`src/rtl/adder_nibble_arb_if.sv`:
```
// Bus between adder_nibble_arb, its two requesters and the shared external 4-bit adder.
// The ovf signal exists only when ADDER_NIBBLE_ARB_OVF_EN is defined.
interface adder_nibble_arb_if #(
  parameter int WIDTH = 16
);
  logic             req0;
  logic             req1;
  logic [WIDTH-1:0] a0;
  logic [WIDTH-1:0] b0;
  logic [WIDTH-1:0] a1;
  logic [WIDTH-1:0] b1;
  logic             cin0;
  logic             cin1;
  logic [3:0]       add_a;
  logic [3:0]       add_b;
  logic             add_cin;
  logic [3:0]       add_sum;
  logic             add_cout;
  logic             busy;
  logic             gnt_id;
  logic [WIDTH-1:0] sum;
  logic             cout;
  logic             done0;
  logic             done1;
`ifdef ADDER_NIBBLE_ARB_OVF_EN
  logic             ovf;

  modport slave (
    input  req0, req1, a0, b0, a1, b1, cin0, cin1, add_sum, add_cout,
    output add_a, add_b, add_cin, busy, gnt_id, sum, cout, done0, done1, ovf
  );

  modport master (
    output req0, req1, a0, b0, a1, b1, cin0, cin1, add_sum, add_cout,
    input  add_a, add_b, add_cin, busy, gnt_id, sum, cout, done0, done1, ovf
  );
`else
  modport slave (
    input  req0, req1, a0, b0, a1, b1, cin0, cin1, add_sum, add_cout,
    output add_a, add_b, add_cin, busy, gnt_id, sum, cout, done0, done1
  );

  modport master (
    output req0, req1, a0, b0, a1, b1, cin0, cin1, add_sum, add_cout,
    input  add_a, add_b, add_cin, busy, gnt_id, sum, cout, done0, done1
  );
`endif
endinterface

```
`src/rtl/adder_nibble_arb.sv`:
```
// Two-requester round-robin arbiter that performs WIDTH-bit additions one nibble per cycle
// on a shared external 4-bit adder. Define ADDER_NIBBLE_ARB_OVF_EN to add the ovf output.
module adder_nibble_arb #(
  parameter  int WIDTH = 16,
  localparam int NIBS  = WIDTH / 4
) (
  input logic              clk,
  input logic              rst,
  adder_nibble_arb_if.slave bus
);

  localparam int IDXW = (NIBS > 1) ? $clog2(NIBS) : 1;

  typedef enum logic [1:0] {
    IDLE,
    RUN,
    DONE
  } state_t;

  state_t           r_state;
  state_t           w_nextState;
  logic             w_start;
  logic             w_sel;
  logic             w_lastNib;
  logic [3:0]       w_nibA;
  logic [3:0]       w_nibB;
  logic [WIDTH-1:0] r_opA;
  logic [WIDTH-1:0] r_opB;
  logic [WIDTH-1:0] r_sum;
  logic             r_cin;
  logic             r_carry;
  logic             r_cout;
  logic             r_gntId;
  logic             r_rrPtr;
  logic [IDXW-1:0]  r_idx;

  assign w_lastNib = (r_idx == IDXW'(NIBS - 1));
  assign w_nibA    = r_opA[4*r_idx +: 4];
  assign w_nibB    = r_opB[4*r_idx +: 4];

  always_ff @(posedge clk) begin
    if (rst) begin
      r_state <= IDLE;
    end else begin
      r_state <= w_nextState;
    end
  end

  // r_rrPtr names the requester that wins a tie; only IDLE can start an operation
  always_comb begin
    w_nextState = r_state;
    w_start     = 1'b0;
    w_sel       = r_rrPtr;
    case (r_state)
      IDLE: begin
        if (bus.req0 || bus.req1) begin
          w_start     = 1'b1;
          w_nextState = RUN;
          w_sel       = (bus.req0 && bus.req1) ? r_rrPtr : bus.req1;
        end
      end
      RUN: begin
        if (w_lastNib) begin
          w_nextState = DONE;
        end
      end
      DONE: begin
        w_nextState = IDLE;
      end
      default: begin
        w_nextState = IDLE;
      end
    endcase
  end

  always_ff @(posedge clk) begin
    if (rst) begin
      r_opA   <= '0;
      r_opB   <= '0;
      r_cin   <= 1'b0;
      r_sum   <= '0;
      r_carry <= 1'b0;
      r_cout  <= 1'b0;
      r_gntId <= 1'b0;
      r_rrPtr <= 1'b0;
      r_idx   <= '0;
    end else begin
      // Operands are captured once at grant so later input changes cannot leak in
      if (w_start) begin
        r_gntId <= w_sel;
        r_rrPtr <= ~w_sel;
        r_idx   <= '0;
        r_opA   <= w_sel ? bus.a1 : bus.a0;
        r_opB   <= w_sel ? bus.b1 : bus.b0;
        r_cin   <= w_sel ? bus.cin1 : bus.cin0;
      end
      if (r_state == RUN) begin
        r_sum[4*r_idx +: 4] <= bus.add_sum;
        r_carry             <= bus.add_cout;
        r_idx               <= r_idx + 1'b1;
        if (w_lastNib) begin
          r_cout <= bus.add_cout;
        end
      end
    end
  end

`ifdef ADDER_NIBBLE_ARB_OVF_EN
  logic r_ovf;
  logic w_msbCarryIn;

  // Carry into the MSB is recovered from the operand MSBs and the adder's top sum bit
  assign w_msbCarryIn = r_opA[WIDTH-1] ^ r_opB[WIDTH-1] ^ bus.add_sum[3];

  always_ff @(posedge clk) begin
    if (rst) begin
      r_ovf <= 1'b0;
    end else if ((r_state == RUN) && w_lastNib) begin
      r_ovf <= w_msbCarryIn ^ bus.add_cout;
    end
  end

  assign bus.ovf = r_ovf;
`endif

  assign bus.add_a   = (r_state == RUN) ? w_nibA : 4'h0;
  assign bus.add_b   = (r_state == RUN) ? w_nibB : 4'h0;
  assign bus.add_cin = (r_state == RUN) ? ((r_idx == '0) ? r_cin : r_carry) : 1'b0;
  assign bus.busy    = (r_state != IDLE);
  assign bus.gnt_id  = r_gntId;
  assign bus.sum     = r_sum;
  assign bus.cout    = r_cout;
  assign bus.done0   = (r_state == DONE) && !r_gntId;
  assign bus.done1   = (r_state == DONE) && r_gntId;

endmodule

```
`src/flat_wrapper.sv`:
```
// flat-port wrapper written by rule: the top's interface ports become plain ports
module adder_nibble_arb_flat 
#(
  parameter  int WIDTH = 16,
  localparam int NIBS  = WIDTH / 4
)
  (clk, rst, bus_req0, bus_req1, bus_a0, bus_b0, bus_a1, bus_b1, bus_cin0, bus_cin1, bus_add_sum, bus_add_cout, bus_add_a, bus_add_b, bus_add_cin, bus_busy, bus_gnt_id, bus_sum, bus_cout, bus_done0, bus_done1);
  adder_nibble_arb_if #(.WIDTH(WIDTH)) bus_i ();
  input logic clk;
  input logic rst;
  input wire logic [$bits(bus_i.req0)-1:0] bus_req0;
  input wire logic [$bits(bus_i.req1)-1:0] bus_req1;
  input wire logic [$bits(bus_i.a0)-1:0] bus_a0;
  input wire logic [$bits(bus_i.b0)-1:0] bus_b0;
  input wire logic [$bits(bus_i.a1)-1:0] bus_a1;
  input wire logic [$bits(bus_i.b1)-1:0] bus_b1;
  input wire logic [$bits(bus_i.cin0)-1:0] bus_cin0;
  input wire logic [$bits(bus_i.cin1)-1:0] bus_cin1;
  input wire logic [$bits(bus_i.add_sum)-1:0] bus_add_sum;
  input wire logic [$bits(bus_i.add_cout)-1:0] bus_add_cout;
  output wire logic [$bits(bus_i.add_a)-1:0] bus_add_a;
  output wire logic [$bits(bus_i.add_b)-1:0] bus_add_b;
  output wire logic [$bits(bus_i.add_cin)-1:0] bus_add_cin;
  output wire logic [$bits(bus_i.busy)-1:0] bus_busy;
  output wire logic [$bits(bus_i.gnt_id)-1:0] bus_gnt_id;
  output wire logic [$bits(bus_i.sum)-1:0] bus_sum;
  output wire logic [$bits(bus_i.cout)-1:0] bus_cout;
  output wire logic [$bits(bus_i.done0)-1:0] bus_done0;
  output wire logic [$bits(bus_i.done1)-1:0] bus_done1;
  assign bus_i.req0 = bus_req0;
  assign bus_i.req1 = bus_req1;
  assign bus_i.a0 = bus_a0;
  assign bus_i.b0 = bus_b0;
  assign bus_i.a1 = bus_a1;
  assign bus_i.b1 = bus_b1;
  assign bus_i.cin0 = bus_cin0;
  assign bus_i.cin1 = bus_cin1;
  assign bus_i.add_sum = bus_add_sum;
  assign bus_i.add_cout = bus_add_cout;
  assign bus_add_a = bus_i.add_a;
  assign bus_add_b = bus_i.add_b;
  assign bus_add_cin = bus_i.add_cin;
  assign bus_busy = bus_i.busy;
  assign bus_gnt_id = bus_i.gnt_id;
  assign bus_sum = bus_i.sum;
  assign bus_cout = bus_i.cout;
  assign bus_done0 = bus_i.done0;
  assign bus_done1 = bus_i.done1;
  adder_nibble_arb #(.WIDTH(WIDTH)) u_core (.clk(clk), .rst(rst), .bus(bus_i));
endmodule
```
`config.mk`:
```
export PLATFORM = sky130hd
export DESIGN_NAME = adder_nibble_arb_flat
export DESIGN_NICKNAME = d
export VERILOG_FILES = /design/src/rtl/adder_nibble_arb_if.sv /design/src/rtl/adder_nibble_arb.sv /design/src/flat_wrapper.sv
export SDC_FILE = /design/constraint.sdc
export NUM_CORES = 1
export LEC_CHECK = 0
export CORE_ASPECT_RATIO = 0.75
export CORE_MARGIN = 1.5
export CORE_UTILIZATION = 48
export DETAILED_ROUTE_END_ITERATION = 6
export PLACE_DENSITY_LB_ADDON = 0.3
export SETUP_SLACK_MARGIN = 0.02
export SYNTH_ARGS = -nofsm -noshare
export SYNTH_HDL_FRONTEND = slang
export SYNTH_SLANG_ARGS = --single-unit
```
`constraint.sdc`:
```
create_clock -name clk -period 5.26 [get_ports clk]
set_input_delay 1.052 -clock clk [delete_from_list [all_inputs] [get_ports clk]]
set_output_delay 1.052 -clock clk [all_outputs]
set_load 0.02 [all_outputs]
```
==> metrics.csv <==
stage;metric;value;unit
grt;global route overflow;0;
timing;Final min period;3.72;ns
timing;worst clock skew;0.00542;ns
clock_network;htree depth;3;
grt;largest net degree at the start of global routing;67;
synthesis;FF+latch count, synth;57;
setup_path;critical path type;flop to output port;
timing;Slew @ Worst Pin;1.32;ns
pwr;Pwr Total;1.16;mW
timing;Final Hold Viols;0;
timing;worst relative slew slack;0.120;
hold_path;Tightest Hold Check Type;flop to flop;
floorplanning;Die Area;0.00626;mm²
clock_network;CTS Hold Bufs;0;
route;Routed Antenna Nets;0;
timing;Achievable Freq;0.269;GHz
grt;first-pass GRT wire length;12.5;mm
clock_network;post-CTS resize count;0;
floorplanning;I/O Pins;105;
place;placed instance area;0.00381;mm²
synthesis;register area share after synthesis;0.411;
setup_path;Startpoint Class;flop;
place;global placer's final weighted congestion;0.779;
timing;unrepaired setup endpoints after global routing;false;
synthesis;Mapped Area;0.00278;mm²
timing;hold_ws;0.454;ns
clock_network;Max clock buf depth;2;
pwr;Leak;1.43;nW
finish;P&R area growth vs syn;44.1;%
synthesis;cell count after synthesis;328;
clock_network;CTS tree;yes;
place;placed insts;483;
synthesis;Mapped Nets;409;
pwr;Power Dens Cells;289;mW/mm²
grt;vias in the first global route;2548;
run_status;status;completed;
synthesis;Post-Syn Area per Cell;8.47;µm²
route;DRT iter0 DRCs;131;
route;drt wl/cell;15.5;µm
grt;Total GRT Usage;0.259;
clock_network;cts bufs inserted;9;
setup_path;CP required;4.21;ns
place;DP Wirelength;5.13;mm
floorplanning;Initial Util;0.508;
synthesis;leading area contributor after synthesis;dfxtp_1;
clock_network;clk root buf;clkbuf_8;
grt;initial antenna violation count;0;
synthesis;Top FF cell, synth;dfxtp_1;
clock_network;CTS sink count;57;
finish;n_diodes;0;
synthesis;top post-synthesis cells by count;59 x nor3_1, 57 x dfxtp_1, 49 x nor2_1;
route;vias per std cell;5.56;
route;total number of vias;2768;
synthesis;post-synth top area share;0.411;
setup_path;Critical Path End Type;output port;
floorplanning;Die Y;68.9;µm
run;Max Cap Viol;0;
setup_path;CP arrival;2.67;ns
floorplanning;# rows;23;
floorplanning;core area;0.00547;mm²
timing;fin crit share;0.707;
place;Port Buf Inserts;104;
pwr;maximum VDD drop;0.144;mV
synthesis;Area contributors post-synth;dfxtp_1 41%, nor3_1 11%, nor4_1 7.7%;
finish;layout cells sized above 1;0.0922;
timing;setup violators final;0;
clock_network;clk slew on worst S/H paths;0.06;ns
setup_path;Crit Path Max Fanout;15;
route;drt pass-1 iters;5;
finish;final net count;500;
floorplanning;Die Span X;90.9;µm
timing;Sum Neg Setup Slack;0;ns
clock_network;Post-CTS Setup Bufs;0;
route;Detailed Route WL;7.74;mm
synthesis;most common cell in the netlist;nor3_1;
synthesis;async set-reset flop share out of synthesis;0;
route;drt drc;0;
finish;Final Cell Area;0.00400;mm²
timing;max-slew violations;0;
finish;final non-filler cell total;498;
synthesis;Synth Warn #;0;
synthesis;count of different cell masters after synthesis;33;
synthesis;Post-synth EDFFs;0;
clock_network;worst-skew pair later-pin latency;0.32;ns
## cell families after synthesis
| group | count (synthesis) | share of synthesized area |
|---|---|---|
| buf+inv | 29 | 0.0554 |
| simple gates | 202 | 0.376 |
| compound gates | 25 | 0.0630 |
| flops | 57 | 0.411 |
| mux | 9 | 0.0684 |
| fa+ha+maj | 6 | 0.0270 |
## report_power, final
group	switching, mW	leakage (nW)	internal (mW)	total [mW]
clock network	0.164	0.102	0.240	0.404
logic	0.129	0.858	0.128	0.258
registers	0.0272	0.469	0.468	0.495
total	0.320	1.43	0.837	1.16
## area by class of cell
cell class / count / area, µm²
fill: 409 / 1460
clock buffer: 12 / 155
sequential: 57 / 1140
tap: 75 / 93.8
multi-input combinational: 242 / 1510
timing repair buffer: 107 / 1060
inverter: 2 / 7.51
clock inverter: 3 / 40.0
## layout by cell type, fill, tap and decap left out, drive strengths merged, types with 2 or more instances in the layout
cell type / synthesis / final
clkbuf: 8 / 12
nor2: 50 / 50
clkdlybuf4s50: 0 / 103
a21oi: 13 / 13
buf: 19 / 4
nand2: 20 / 20
clkinv: 0 / 2
nor3: 66 / 66
dfxtp: 57 / 57
nor4: 34 / 34
nand3: 11 / 11
or2: 2 / 2
a22oi: 8 / 8
nor3b: 2 / 2
mux4: 8 / 8
inv: 2 / 2
and3: 2 / 2
and2: 10 / 10
ha: 6 / 6
## stage by stage
stage | util | setup WS (ns)
6_report | 0.732 | 1.54
5_1_grt | 0.732 | 1.38
4_1_cts | 0.732 | 1.53
3_5_place_dp | 0.697 | 1.78
3_3_place_gp | 0.697 | 1.92
2_1_floorplan | - | 2.78
## registers in the layout (all words and copies together) (netlist names)
| register | count |
|---|---|
| u_core.r_rrPtr | 1 |
| u_core.bus.sum | 16 |
| u_core.r_opB | 16 |
| u_core.r_opA | 16 |
| u_core.bus.cout | 1 |
| u_core.r_state | 2 |
| u_core.bus.gnt_id | 1 |
| u_core.r_cin | 1 |
| u_core.r_idx | 2 |
| u_core.r_carry | 1 |
## worst max-delay path, stage by stage, from the launching register on
cell and delay [ns]:
dfxtp_1 0.85, inv_1 0.28, ha_1 0.33, mux2i_1 0.13
nor2_1 0.13, clkdlybuf4s50_1 0.62
## routing by layer
metal | up-vias | track usage | routed length (µm)
li1 | 1373 | - | -
met1 | 1273 | 0.338 | 3540
met2 | 114 | 0.413 | 3520
met3 | 8 | 0.0921 | 605
met4 | 0 | 0.0723 | 76
met5 | - | 0 | 0
## final timing paths
path | start | end | slack [ns] | depth (start not counted)
min reg2reg | u_core.bus.sum[5]$_SDFFE_PP0P_ | u_core.bus.sum[5]$_SDFFE_PP0P_ | 0.45 | 2
max | u_core.r_idx[0]$_SDFFE_PP0P_ | bus_add_cin | 1.54 | 5
min | u_core.bus.sum[5]$_SDFFE_PP0P_ | u_core.bus.sum[5]$_SDFFE_PP0P_ | 0.45 | 2
max reg2reg | u_core.r_idx[0]$_SDFFE_PP0P_ | u_core.bus.sum[12]$_SDFFE_PP0P_ | 2.62 | 6
Power figures use the tool's default switching activity.
